$ cat src/rtl/mult_share_arbiter_pkg.sv
`default_nettype none
// ============================================================================
// Module      : mult_share_arbiter_pkg
// Description : Shared defaults, latency expression and tag slot type for the
//               multiplier-sharing arbiter.
// Revision    : 1.0 - initial release
// ============================================================================
package mult_share_arbiter_pkg;

  localparam int DEF_NREQ      = 4;
  localparam int DEF_WIDTH_A   = 8;
  localparam int DEF_WIDTH_B   = 8;
  localparam int DEF_WIDTH_OUT = 16;
  localparam int DEF_STAGE     = 5;

  // One operand-capture register plus STAGE product registers.
  function automatic int latency_of(input int stage);
    return stage + 1;
  endfunction

  localparam int DEF_LATENCY = latency_of(DEF_STAGE);

  // Requester id width; NREQ of an instance must fit in this many bits.
  localparam int ID_W = (DEF_NREQ > 1) ? $clog2(DEF_NREQ) : 1;

  typedef struct packed {
    logic            valid;
    logic [ID_W-1:0] id;
  } tag_slot_t;

endpackage
`default_nettype wire

$ cat src/rtl/mult_share_arbiter_if.sv
`default_nettype none
// ============================================================================
// Module      : mult_share_arbiter_if
// Description : Request/response bundle between requesters and the shared
//               multiplier arbiter.
// Revision    : 1.0 - initial release
// ============================================================================
interface mult_share_arbiter_if
  import mult_share_arbiter_pkg::*;
#(
  parameter int NREQ      = DEF_NREQ,
  parameter int WIDTH_A   = DEF_WIDTH_A,
  parameter int WIDTH_B   = DEF_WIDTH_B,
  parameter int WIDTH_OUT = DEF_WIDTH_OUT
);

  logic [NREQ-1:0]         req_valid;
  logic [NREQ-1:0]         req_ready;
  logic [NREQ*WIDTH_A-1:0] req_a;
  logic [NREQ*WIDTH_B-1:0] req_b;
  logic [NREQ-1:0]         rsp_valid;
  logic [NREQ-1:0]         rsp_ready;
  logic [WIDTH_OUT-1:0]    rsp_data;
  logic                    busy;

  modport master (
    output req_valid, req_a, req_b, rsp_ready,
    input  req_ready, rsp_valid, rsp_data, busy
  );

  modport slave (
    input  req_valid, req_a, req_b, rsp_ready,
    output req_ready, rsp_valid, rsp_data, busy
  );

endinterface
`default_nettype wire

$ cat src/rtl/mult_share_arbiter_mult.sv
`default_nettype none
// ============================================================================
// Module      : Multiplier_bam
// Description : Pipelined multiplier with global pipeline enable. Operands are
//               captured on the first enabled edge, the product then walks
//               through STAGE registers: STAGE+1 enabled edges in total.
// Revision    : 1.0 - initial release
// ============================================================================
module Multiplier_bam #(
  parameter int WIDTH_A   = 8,
  parameter int WIDTH_B   = 8,
  parameter int WIDTH_OUT = 16,
  parameter int STAGE     = 5,
  parameter int SIGNED    = 1
) (
  input  logic                 clk,
  input  logic                 rst_n,
  input  logic                 pip_en,
  input  logic [WIDTH_A-1:0]   a,
  input  logic [WIDTH_B-1:0]   b,
  output logic [WIDTH_OUT-1:0] p
);

  logic [WIDTH_A-1:0]          a_q;
  logic [WIDTH_B-1:0]          b_q;
  logic signed [WIDTH_A:0]     a_ext;
  logic signed [WIDTH_B:0]     b_ext;
  logic signed [WIDTH_OUT-1:0] prod;
  logic [WIDTH_OUT-1:0]        pipe [STAGE];

  // One extra bit lets the same multiply serve signed and unsigned modes.
  assign a_ext = (SIGNED != 0) ? {a_q[WIDTH_A-1], a_q} : {1'b0, a_q};
  assign b_ext = (SIGNED != 0) ? {b_q[WIDTH_B-1], b_q} : {1'b0, b_q};
  // Only the low WIDTH_OUT bits are kept, so multiply at that width.
  assign prod  = $signed(WIDTH_OUT'(a_ext)) * $signed(WIDTH_OUT'(b_ext));
  assign p     = pipe[STAGE-1];

  // Operand capture and product pipeline, frozen when pip_en is low.
  always_ff @(posedge clk) begin
    if (!rst_n) begin
      a_q <= '0;
      b_q <= '0;
      for (int s = 0; s < STAGE; s++) pipe[s] <= '0;
    end else if (pip_en) begin
      a_q     <= a;
      b_q     <= b;
      pipe[0] <= prod;
      for (int s = 1; s < STAGE; s++) pipe[s] <= pipe[s-1];
    end
  end

endmodule
`default_nettype wire

$ cat src/rtl/mult_share_arbiter.sv
`default_nettype none
// ============================================================================
// Module      : mult_share_arbiter
// Description : Round-robin sharing of one pipelined multiplier among NREQ
//               requesters. A tag pipeline tracks the owner of each in-flight
//               product; a stalled result at the tail freezes everything.
// Revision    : 1.0 - initial release
// ============================================================================
module mult_share_arbiter
  import mult_share_arbiter_pkg::*;
#(
  parameter int NREQ      = DEF_NREQ,
  parameter int WIDTH_A   = DEF_WIDTH_A,
  parameter int WIDTH_B   = DEF_WIDTH_B,
  parameter int WIDTH_OUT = DEF_WIDTH_OUT,
  parameter int STAGE     = DEF_STAGE
) (
  input  logic                 clk,
  input  logic                 rst,
  mult_share_arbiter_if.slave  bus
);

  localparam int              LATENCY = latency_of(STAGE);
  localparam int              CNT_W   = $clog2(LATENCY + 1);
  localparam logic [ID_W:0]   NREQ_W  = (ID_W + 1)'(NREQ);
  localparam logic [ID_W-1:0] LAST_ID = ID_W'(NREQ - 1);

  logic               advance;
  logic               issue;
  logic               found;
  logic               rsp_fire;
  logic [ID_W-1:0]    ptr;
  logic [ID_W-1:0]    winner;
  logic [ID_W:0]      cand_sum;
  logic [CNT_W-1:0]   inflight;
  logic [NREQ-1:0]    ready_vec;
  logic [NREQ-1:0]    rsp_vec;
  logic [WIDTH_A-1:0] a_sel;
  logic [WIDTH_B-1:0] b_sel;
  tag_slot_t          tags [LATENCY];
  tag_slot_t          tail;

  assign tail     = tags[LATENCY-1];
  // Only an unaccepted result at the multiplier output can stall the unit.
  assign advance  = ~(tail.valid & ~bus.rsp_ready[tail.id]);
  assign issue    = advance & found & ~rst;
  assign rsp_fire = tail.valid & bus.rsp_ready[tail.id] & ~rst;

  // Round-robin search starting at ptr, wrapping modulo NREQ.
  always_comb begin
    found    = 1'b0;
    winner   = '0;
    cand_sum = '0;
    for (int k = 0; k < NREQ; k++) begin
      cand_sum = {1'b0, ptr} + (ID_W + 1)'(k);
      if (cand_sum >= NREQ_W) cand_sum = cand_sum - NREQ_W;
      if (!found && bus.req_valid[cand_sum[ID_W-1:0]]) begin
        found  = 1'b1;
        winner = cand_sum[ID_W-1:0];
      end
    end
  end

  // One-hot accept for the winner and one-hot result valid for the tail owner.
  always_comb begin
    ready_vec = '0;
    rsp_vec   = '0;
    if (issue) ready_vec[winner] = 1'b1;
    if (tail.valid && !rst) rsp_vec[tail.id] = 1'b1;
  end

  assign bus.req_ready = ready_vec;
  assign bus.rsp_valid = rsp_vec;
  assign bus.busy      = (inflight != '0) & ~rst;

  assign a_sel = bus.req_a[winner*WIDTH_A +: WIDTH_A];
  assign b_sel = bus.req_b[winner*WIDTH_B +: WIDTH_B];

  // Priority pointer moves past the winner on every issue.
  always_ff @(posedge clk) begin
    if (rst) begin
      ptr <= '0;
    end else if (issue) begin
      ptr <= (winner == LAST_ID) ? '0 : winner + 1'b1;
    end
  end

  // Owner tags travel alongside the products; bubbles fill idle cycles.
  always_ff @(posedge clk) begin
    if (rst) begin
      for (int s = 0; s < LATENCY; s++) tags[s] <= '0;
    end else if (advance) begin
      tags[0] <= '{valid: issue, id: winner};
      for (int s = 1; s < LATENCY; s++) tags[s] <= tags[s-1];
    end
  end

  // Outstanding operation count: issue adds, response handshake removes.
  always_ff @(posedge clk) begin
    if (rst) begin
      inflight <= '0;
    end else begin
      case ({issue, rsp_fire})
        2'b10:   inflight <= inflight + CNT_W'(1);
        2'b01:   inflight <= inflight - CNT_W'(1);
        default: inflight <= inflight;
      endcase
    end
  end

  Multiplier_bam #(
    .WIDTH_A   (WIDTH_A),
    .WIDTH_B   (WIDTH_B),
    .WIDTH_OUT (WIDTH_OUT),
    .STAGE     (STAGE),
    .SIGNED    (1)
  ) u_mult (
    .clk    (clk),
    .rst_n  (~rst),
    .pip_en (advance),
    .a      (a_sel),
    .b      (b_sel),
    .p      (bus.rsp_data)
  );

endmodule
`default_nettype wire

$ cat src/flat_wrapper.sv
// flat-port wrapper written by rule: the top's interface ports become plain ports
module mult_share_arbiter_flat import mult_share_arbiter_pkg::*;
#(
  parameter int NREQ      = DEF_NREQ,
  parameter int WIDTH_A   = DEF_WIDTH_A,
  parameter int WIDTH_B   = DEF_WIDTH_B,
  parameter int WIDTH_OUT = DEF_WIDTH_OUT,
  parameter int STAGE     = DEF_STAGE
)
  (clk, rst, bus_req_valid, bus_req_a, bus_req_b, bus_rsp_ready, bus_req_ready, bus_rsp_valid, bus_rsp_data, bus_busy);
  mult_share_arbiter_if #(.NREQ(NREQ), .WIDTH_A(WIDTH_A), .WIDTH_B(WIDTH_B), .WIDTH_OUT(WIDTH_OUT)) bus_i ();
  input  logic clk;
  input  logic rst;
  input wire logic [$bits(bus_i.req_valid)-1:0] bus_req_valid;
  input wire logic [$bits(bus_i.req_a)-1:0] bus_req_a;
  input wire logic [$bits(bus_i.req_b)-1:0] bus_req_b;
  input wire logic [$bits(bus_i.rsp_ready)-1:0] bus_rsp_ready;
  output wire logic [$bits(bus_i.req_ready)-1:0] bus_req_ready;
  output wire logic [$bits(bus_i.rsp_valid)-1:0] bus_rsp_valid;
  output wire logic [$bits(bus_i.rsp_data)-1:0] bus_rsp_data;
  output wire logic [$bits(bus_i.busy)-1:0] bus_busy;
  assign bus_i.req_valid = bus_req_valid;
  assign bus_i.req_a = bus_req_a;
  assign bus_i.req_b = bus_req_b;
  assign bus_i.rsp_ready = bus_rsp_ready;
  assign bus_req_ready = bus_i.req_ready;
  assign bus_rsp_valid = bus_i.rsp_valid;
  assign bus_rsp_data = bus_i.rsp_data;
  assign bus_busy = bus_i.busy;
  mult_share_arbiter #(.NREQ(NREQ), .WIDTH_A(WIDTH_A), .WIDTH_B(WIDTH_B), .WIDTH_OUT(WIDTH_OUT), .STAGE(STAGE)) u_core (.clk(clk), .rst(rst), .bus(bus_i));
endmodule
$ cat config.mk
export PLATFORM = sky130hd
export DESIGN_NAME = mult_share_arbiter_flat
export DESIGN_NICKNAME = d
export VERILOG_FILES = /design/src/rtl/mult_share_arbiter_pkg.sv /design/src/rtl/mult_share_arbiter_if.sv /design/src/rtl/mult_share_arbiter_mult.sv /design/src/rtl/mult_share_arbiter.sv /design/src/flat_wrapper.sv
export SDC_FILE = /design/constraint.sdc
export NUM_CORES = 1
export LEC_CHECK = 0
export ABC_CLOCK_PERIOD_IN_PS = 6400
export CORE_MARGIN = 5
export CORE_UTILIZATION = 55
export CTS_CLUSTER_SIZE = 14
export DETAILED_ROUTE_END_ITERATION = 7
export PLACE_DENSITY = 0.8
export SYNTH_ARGS = -nofsm -noshare
export SYNTH_HDL_FRONTEND = slang
export SYNTH_SLANG_ARGS = --single-unit
$ cat constraint.sdc
create_clock -name clk -period 6.4 [get_ports clk]
set_input_delay 0.96 -clock clk [delete_from_list [all_inputs] [get_ports clk]]
set_output_delay 0.96 -clock clk [all_outputs]
set_load 0.02 [all_outputs]
# Yosys cells after proc, flatten, opt, wreduce, memory -nomap -nowiden
# Memory sizes are Yosys's and may differ from the RTL's.
# Cells that the tools add are included.
[totals]
reg_bits = 21
ramBits = 98
inputBits = 74
out_inout_bits = 25
wordCells = 112
memories = 2
[mem_list]
columns = ["memory", "words", "word_bits", "read_ports", "rd_clocked_by_memory_dff", "wr", "line_no", "text"]
rows = [
  ["u_core.u_mult.pipe", 5, 16, 5, 0, 5, "mult_share_arbiter_mult.sv:29", "logic [WIDTH_OUT-1:0] pipe [STAGE];"],
  ["u_core.tags", 6, 3, 6, 0, 6, "mult_share_arbiter.sv:40", "tag_slot_t tags [LATENCY];"],
]
[classes]
addsub = 10
multipliers = 1
magnitude_cmp = 12
eq_ne = 3
shifts = 2
n_mux = 46
bitwise_logic = 20
n_reduce_logical = 12
[ops]
columns = ["operator", "n"]
rows = [
  ["16-bit two-way mux", 5],
  ["32-bit by 6-bit variable part select with 8-bit output", 2],
  ["2-bit by 3-bit < comparator with 1-bit output, second input constant", 6],
  ["2-bit two-way mux", 9],
  ["3-bit two-way mux", 6],
  ["8-bit by 8-bit multiplier with 16-bit output", 1],
  ["1-bit two-way mux", 16],
  ["1-bit OR", 11],
  ["1-bit binary-select mux with 2-bit select", 5],
  ["3-bit >= comparator, second input constant", 3],
  ["4-bit two-way mux", 2],
  ["2-bit by 1-bit subtractor with 2-bit output, second input constant", 4],
  ["2-bit by 2-bit adder with 3-bit output, second input constant", 2],
  ["1-bit bitwise AND", 6],
  ["1-bit logical AND", 6],
  ["3-bit one-hot mux with 2 select lines", 1],
  ["1-bit demux with 2-bit select", 2],
  ["2-bit == test, second input constant", 2],
  ["2-bit by 1-bit >= comparator with 1-bit output, second input constant", 2],
  ["1-bit logical NOT", 4],
  ["2-bit by 1-bit adder with 3-bit output, second input constant", 1],
  ["3-bit by 1-bit adder with 3-bit output, second input constant", 1],
  ["2-bit by 3-bit >= comparator with 1-bit output, second input constant", 1],
  ["1-bit NOT", 3],
  ["other kinds (5)", 5],
]

# Logic depth before layout (Yosys ltp)
[depth]
depth_word = 19
depth_mapped = 17
depth_no_buf = 17

# By module
# Synthesis repeated with hierarchy kept, for this count alone.
[hier_totals]
hier_cells = 698
hier_area_um2 = 8021.4
[by_module_without_submodules]
columns = ["module", "instances", "cells_each", "area_each_um2", "seq_area_each_um2"]
rows = [
  ["Multiplier_bam", 1, 539, 6277.3, 2722.6],
  ["mult_share_arbiter", 1, 159, 1744.2, 640.6],
]

# Least setup slack after synthesis
# Ideal clock, no wire load.
[synth_path]
path_type = "reg-to-reg"
from = "register u_core.u_mult.b_q[6]"
to = "memory u_core.u_mult.pipe[0][15], data pin"
setup_time_ns = 0.147
arrival_ns = 4.134
required_time_ns = 6.253
slack_ns = 2.119
stages_incl_launch_ff = 16
n_path_buf = 1
period_less_slack_ns = 4.281
cell_sequence = "dfxtp_1 -> clkbuf_1 -> nand2_1 -> fa_1 -> fa_1 -> inv_1 -> fa_1 -> inv_1 -> fa_1 -> inv_1 -> ha_1 -> a21o_1 -> a21oi_1 -> a211oi_1 -> or3_1 -> a21oi_1"
[synth_rtl]
columns = ["item", "line_no", "text"]
rows = [
  ["from (decl)", "mult_share_arbiter_mult.sv:25", "logic [WIDTH_B-1:0] b_q;"],
  ["from (signal assigned)", "mult_share_arbiter_mult.sv:42", "b_q <= '0;"],
  ["from (signal assigned)", "mult_share_arbiter_mult.sv:46", "b_q <= b;"],
  ["to (decl)", "mult_share_arbiter_mult.sv:29", ""],
]

# Worst setup path in the final report
[layout_path]
from = "input port bus_req_valid[0]"
to = "output port bus_req_ready[3]"
[layout_via]
elab_chain_cells = 17
elab_cells_between_ends = 30
cone_classes = "order compare: 2; mux: 19; bitwise: 2; reduce/logical: 7"
[layout_rtl]
columns = ["item", "line_no", "text"]
rows = [
  ["from (decl)", "flat_wrapper.sv:14", "input wire logic [$bits(bus_i.req_valid)-1:0] bus_req_valid;"],
  ["1-bit binary-select mux with 2-bit select", "mult_share_arbiter.sv:57", "if (!found && bus.req_valid[cand_sum[ID_W-1:0]]) begin"],
  ["1-bit two-way mux (implied by the code)", "mult_share_arbiter.sv:57", ""],
  ["1-bit two-way mux", "mult_share_arbiter.sv:57", ""],
  ["1-bit logical NOT", "mult_share_arbiter.sv:57", ""],
  ["1-bit logical AND", "mult_share_arbiter.sv:57", ""],
  ["1-bit two-way mux", "mult_share_arbiter.sv:57", ""],
  ["1-bit logical NOT", "mult_share_arbiter.sv:57", ""],
  ["1-bit logical AND", "mult_share_arbiter.sv:57", ""],
  ["(+2 left out)", "n/a", ""],
  ["1-bit logical AND", "mult_share_arbiter.sv:57", ""],
  ["2-bit two-way mux *", "mult_share_arbiter.sv:57", ""],
  ["net u_core.winner[0]", "mult_share_arbiter.sv:33", "logic [ID_W-1:0] winner;"],
  ["2-bit by 3-bit < comparator with 1-bit output (implied by the code) / 2-bit by 1-bit >= comparator with 1-bit output (equally long branches)", "mult_share_arbiter.sv:68", "if (issue) ready_vec[winner] = 1'b1;"],
  ["1-bit logical AND (implied by the code)", "mult_share_arbiter.sv:68", ""],
  ["1-bit two-way mux (implied by the code)", "mult_share_arbiter.sv:68", ""],
  ["1-bit demux with 2-bit select *", "n/a", ""],
  ["4-bit two-way mux *", "mult_share_arbiter.sv:68", ""],
  ["to (decl)", "flat_wrapper.sv:18", "output wire logic [$bits(bus_i.req_ready)-1:0] bus_req_ready;"],
]
# Mark *: on every way through the listed nets, which the timed path passes. The rest lies on a longest branch. The select of a mux whose other input is x is not followed.

==> results.json <==
{
  "period_share_pct": 73.8,
  "synthToLayoutAreaGrowth_pct": 21.7,
  "via_count": 4759,
  "cts-root-buf": "clkbuf_16",
  "ant_nets": 0,
  "reg2reg_to": "u_core.u_mult.pipe[0][15]$_SDFFCE_PN0P_",
  "crit_buf_inv": 3,
  "post_drt_wl_per_cell_um": 14.7,
  "cts_hold_buffers": 0,
  "p_per_area_mw_per_mm2": 291,
  "clk_latency_ns": 0.41,
  "synthArstFlopShare_pct": 0,
  "cts_resized": 0,
  "final_nets": 911,
  "fp.dieW_um": 127,
  "p_leak_nw": 4.11,
  "start_util_pct": 55.3,
  "cts_tree": "done",
  "syn_nets": 827,
  "r2r_cells": 14,
  "holdWs_ns": 0.511,
  "routed_wl_mm": 13.8,
  "synth.avg_cell_area_um2": 11.5,
  "swShare_pct": 28.7,
  "overflow": 0,
  "endpoint": "bus_req_ready[3]",
  "setup_viol": 0,
  "min_path_type": "flip-flop to flip-flop",
  "clk_pin_slew_worst_paths_ns": 0.06,
  "fill_cells": 997,
  "arrival_ns": 3.76,
  "globalRouteTotalUtil_pct": 18.7,
  "num_antenna_cells": 0,
  "hold_viol": 0,
  "cp.depth": 8,
  "placedCellCount": 908,
  "timing.reg2reg.setup_slack_ns": 1.73,
  "final_core_util_pct": 67.4,
  "path_cells": "clkdlybuf4s50_1, mux2i_1, o2bb2ai_1, or2_2, inv_1, ha_1, and2_1, clkdlybuf4s50_1",
  "rr_startpoint": "u_core.u_mult.b_q[7]$_SDFFE_PP0N_",
  "ir_drop_v": 0.000176,
  "endpoint_kind": "output port",
  "instances_no_fill": 940,
  "dieArea_mm2": 0.0163,
  "ios": 99,
  "crit_family": "buffers and inverters",
  "grt_max_degree": 89,
  "switchingPower_uw": 773,
  "viasPerCell": 5.06,
  "status": "complete, no violations",
  "post_cts_buffers": 0,
  "max_freq_mhz": 212,
  "synth-edff-count": 98,
  "placementRows": 43,
  "slowest_delay_ns": 0.81,
  "final-seq-area_mm2": 0.00336,
  "cap_violations": 0,
  "yosysSeqAreaShare_pct": 44.3,
  "timing.critical_path.from_type": "primary input",
  "die_y_um": 127,
  "power_mw": 2.69,
  "path_common_cell": "clkdlybuf4s50_1",
  "drc": 0,
  "required_ns": 5.44,
  "synth-warning-count": 0,
  "synth_cell_types": 40,
  "dr.pass1.iters": 4,
  "cp_slowest_cell": "or2_2",
  "antenna_found_initial": 0,
  "rsz0062_at_grt": "false",
  "core_area_mm2": 0.0137,
  "grt_pass1_vias": 5197,
  "finalCriticalPeriod_ns": 4.72,
  "setup_tns_ns": 0,
  "crit_path_max_fanout": 35,
  "grt_pass1_wl_mm": 24.2,
  "p_clk_share_pct": 37.8,
  "htree_levels": 4,
  "layout-drive-gt1-share_pct": 5.66,
  "cts_buffers": 17,
  "seqPwrFrac_pct": 36.6,
  "slew_viol_final": 0,
  "synth_cells": 663,
  "min-delay-start": "u_core.inflight[2]$_SDFFE_PP0P_",
  "syn_area_mm2": 0.00759,
  "clock_skew_ns": 0.00801,
  "relSlewSlack_pct": 35.4,
  "p_comb_share_pct": 25.6,
  "cts_sinks": 119,
  "synth_flop_cell": "edfxtp_1",
  "worst_pin_slew_ns": 0.969,
  "finalWeightedCongestion": 0.823,
  "clock_tree.buffer_depth": 2,
  "port_buffers": 98,
  "internal_power_mw": 1.92,
  "drt_iter0_markers": 234,
  "multi_input_area_mm2": 0.00368,
  "dp_hpwl_mm": 10.2,
  "path_class": "primary input to output port",
  "ys_ff_latch": 119,
  "crit_start": "bus_req_valid[0]"
}
[power by group through the flow]
stage	sequential (mW)	clock, mW	combinational [mW]
after global routing	0.994	1.08	0.799
after global placement	0.994	0	0.671
final	0.984	1.02	0.689
after CTS	0.984	1.03	0.700
after detailed placement	0.999	0	0.689
after floorplan	0.975	0	0.531
[flip-flops by register name, indices dropped and copies added, names as in the netlist]
register / flops
u_core.ptr: 2
u_core.u_mult.b_q: 8
u_core.u_mult.pipe: 80
u_core.tags: 18
u_core.inflight: 3
u_core.u_mult.a_q: 8
[synthesized netlist by cell type, types with 3 or more instances]
library cell / number / area share, %
a21oi_1: 15 / 0.99
nand2_1: 41 / 2.0
nor3_1: 12 / 0.79
o21a_1: 6 / 0.59
inv_1: 88 / 4.4
or3_1: 3 / 0.25
nand2b_1: 6 / 0.49
o21ai_0: 7 / 0.46
xnor2_1: 8 / 0.92
fa_1: 56 / 15
a21o_1: 3 / 0.30
o221ai_1: 16 / 1.8
nor2b_1: 6 / 0.49
xor2_1: 4 / 0.46
dfxtp_1: 21 / 5.5
a211oi_1: 4 / 0.40
mux2i_1: 34 / 4.5
edfxtp_1: 98 / 39
buf_4: 22 / 2.2
nor2_1: 19 / 0.94
clkbuf_1: 12 / 0.59
ha_1: 34 / 5.6
and2_1: 129 / 11
[area by class of cell]
| class | instances | area share, % |
|---|---|---|
| repair buffers | 100 | 10.8 |
| flip-flops and latches | 119 | 36.4 |
| clock buffers | 17 | 4.60 |
| multi-input cells | 420 | 39.8 |
| inverters | 89 | 3.63 |
| well taps | 180 | 2.44 |
| clock inverters | 15 | 2.33 |
[placed cells by master, fill, tap and decap left out, drive strengths merged]
cell type and instances:
ha 34, o22a 1, nand2 41, clkinv 6, and2 129, nand4 2, o21ba 1, or2 1
o31a 1, o21bai 1, nor2 21, clkbuf 17, a21oi 15, nor4 1, o21ai 7, inv 94
dfxtp 21, o211a 1, mux2i 34, o221ai 16, clkdlybuf4s50 98, xnor2 8, nor2b 6, fa 56
buf 2, edfxtp 98, or3 3, mux4 1, a21o 3, xor2 4, and3 2, o21a 6
nand2b 6, mux2 1, a211oi 4, or4 1, nor3 12, o2bb2ai 1, bufinv 4
[worst min path at each step]
stage,endpoint,cells after the start
global placement,u_core.inflight[2]$_SDFFE_PP0P_,2
floorplan,u_core.inflight[2]$_SDFFE_PP0P_,2
global route,u_core.u_mult.pipe[0][32]$_SDFFCE_PN0P_,1
detailed placement,u_core.ptr[0]$_SDFFE_PP0P_,2
CTS,u_core.inflight[2]$_SDFFE_PP0P_,2
finish,u_core.inflight[2]$_SDFFE_PP0P_,2
[worst min-delay path: stages (launching register included)]
cell and delay [ns]:
dfxtp_1 0.32, o21ai_0 0.08, a21oi_1 0.06
[per-stage QoR]
step	instance area, um2	setup WS, ns
floorplan	7590	2.12
global placement	8600	1.83
detailed placement	8600	1.68
CTS	9240	1.67
global route	9240	1.41
finish	9240	1.68
[cells by family (layout without fill, tap and decap cells)]
group	Yosys count	count (layout)	share of synthesized area [%]
adder cells (fa/ha/maj)	90	90	20.4
AO/OA/AOI/OAI	57	57	5.34
AND/OR/NAND/NOR	225	225	16.4
buffers and inverters	124	221	7.23
multiplexers	36	36	4.93
flip-flops	119	119	44.3
XOR/XNOR	12	12	1.38
[metal layers]
metal / GRT usage (%) / up-vias / share of wire [%]
met5: 0 / - / 0
met4: 5.43 / 0 / 1.3
met3: 4.56 / 18 / 3.2
met2: 34.6 / 73 / 56
met1: 21.5 / 2321 / 40
li1: - / 2347 / -
No activity file was read; power rests on OpenSTA's default activity.
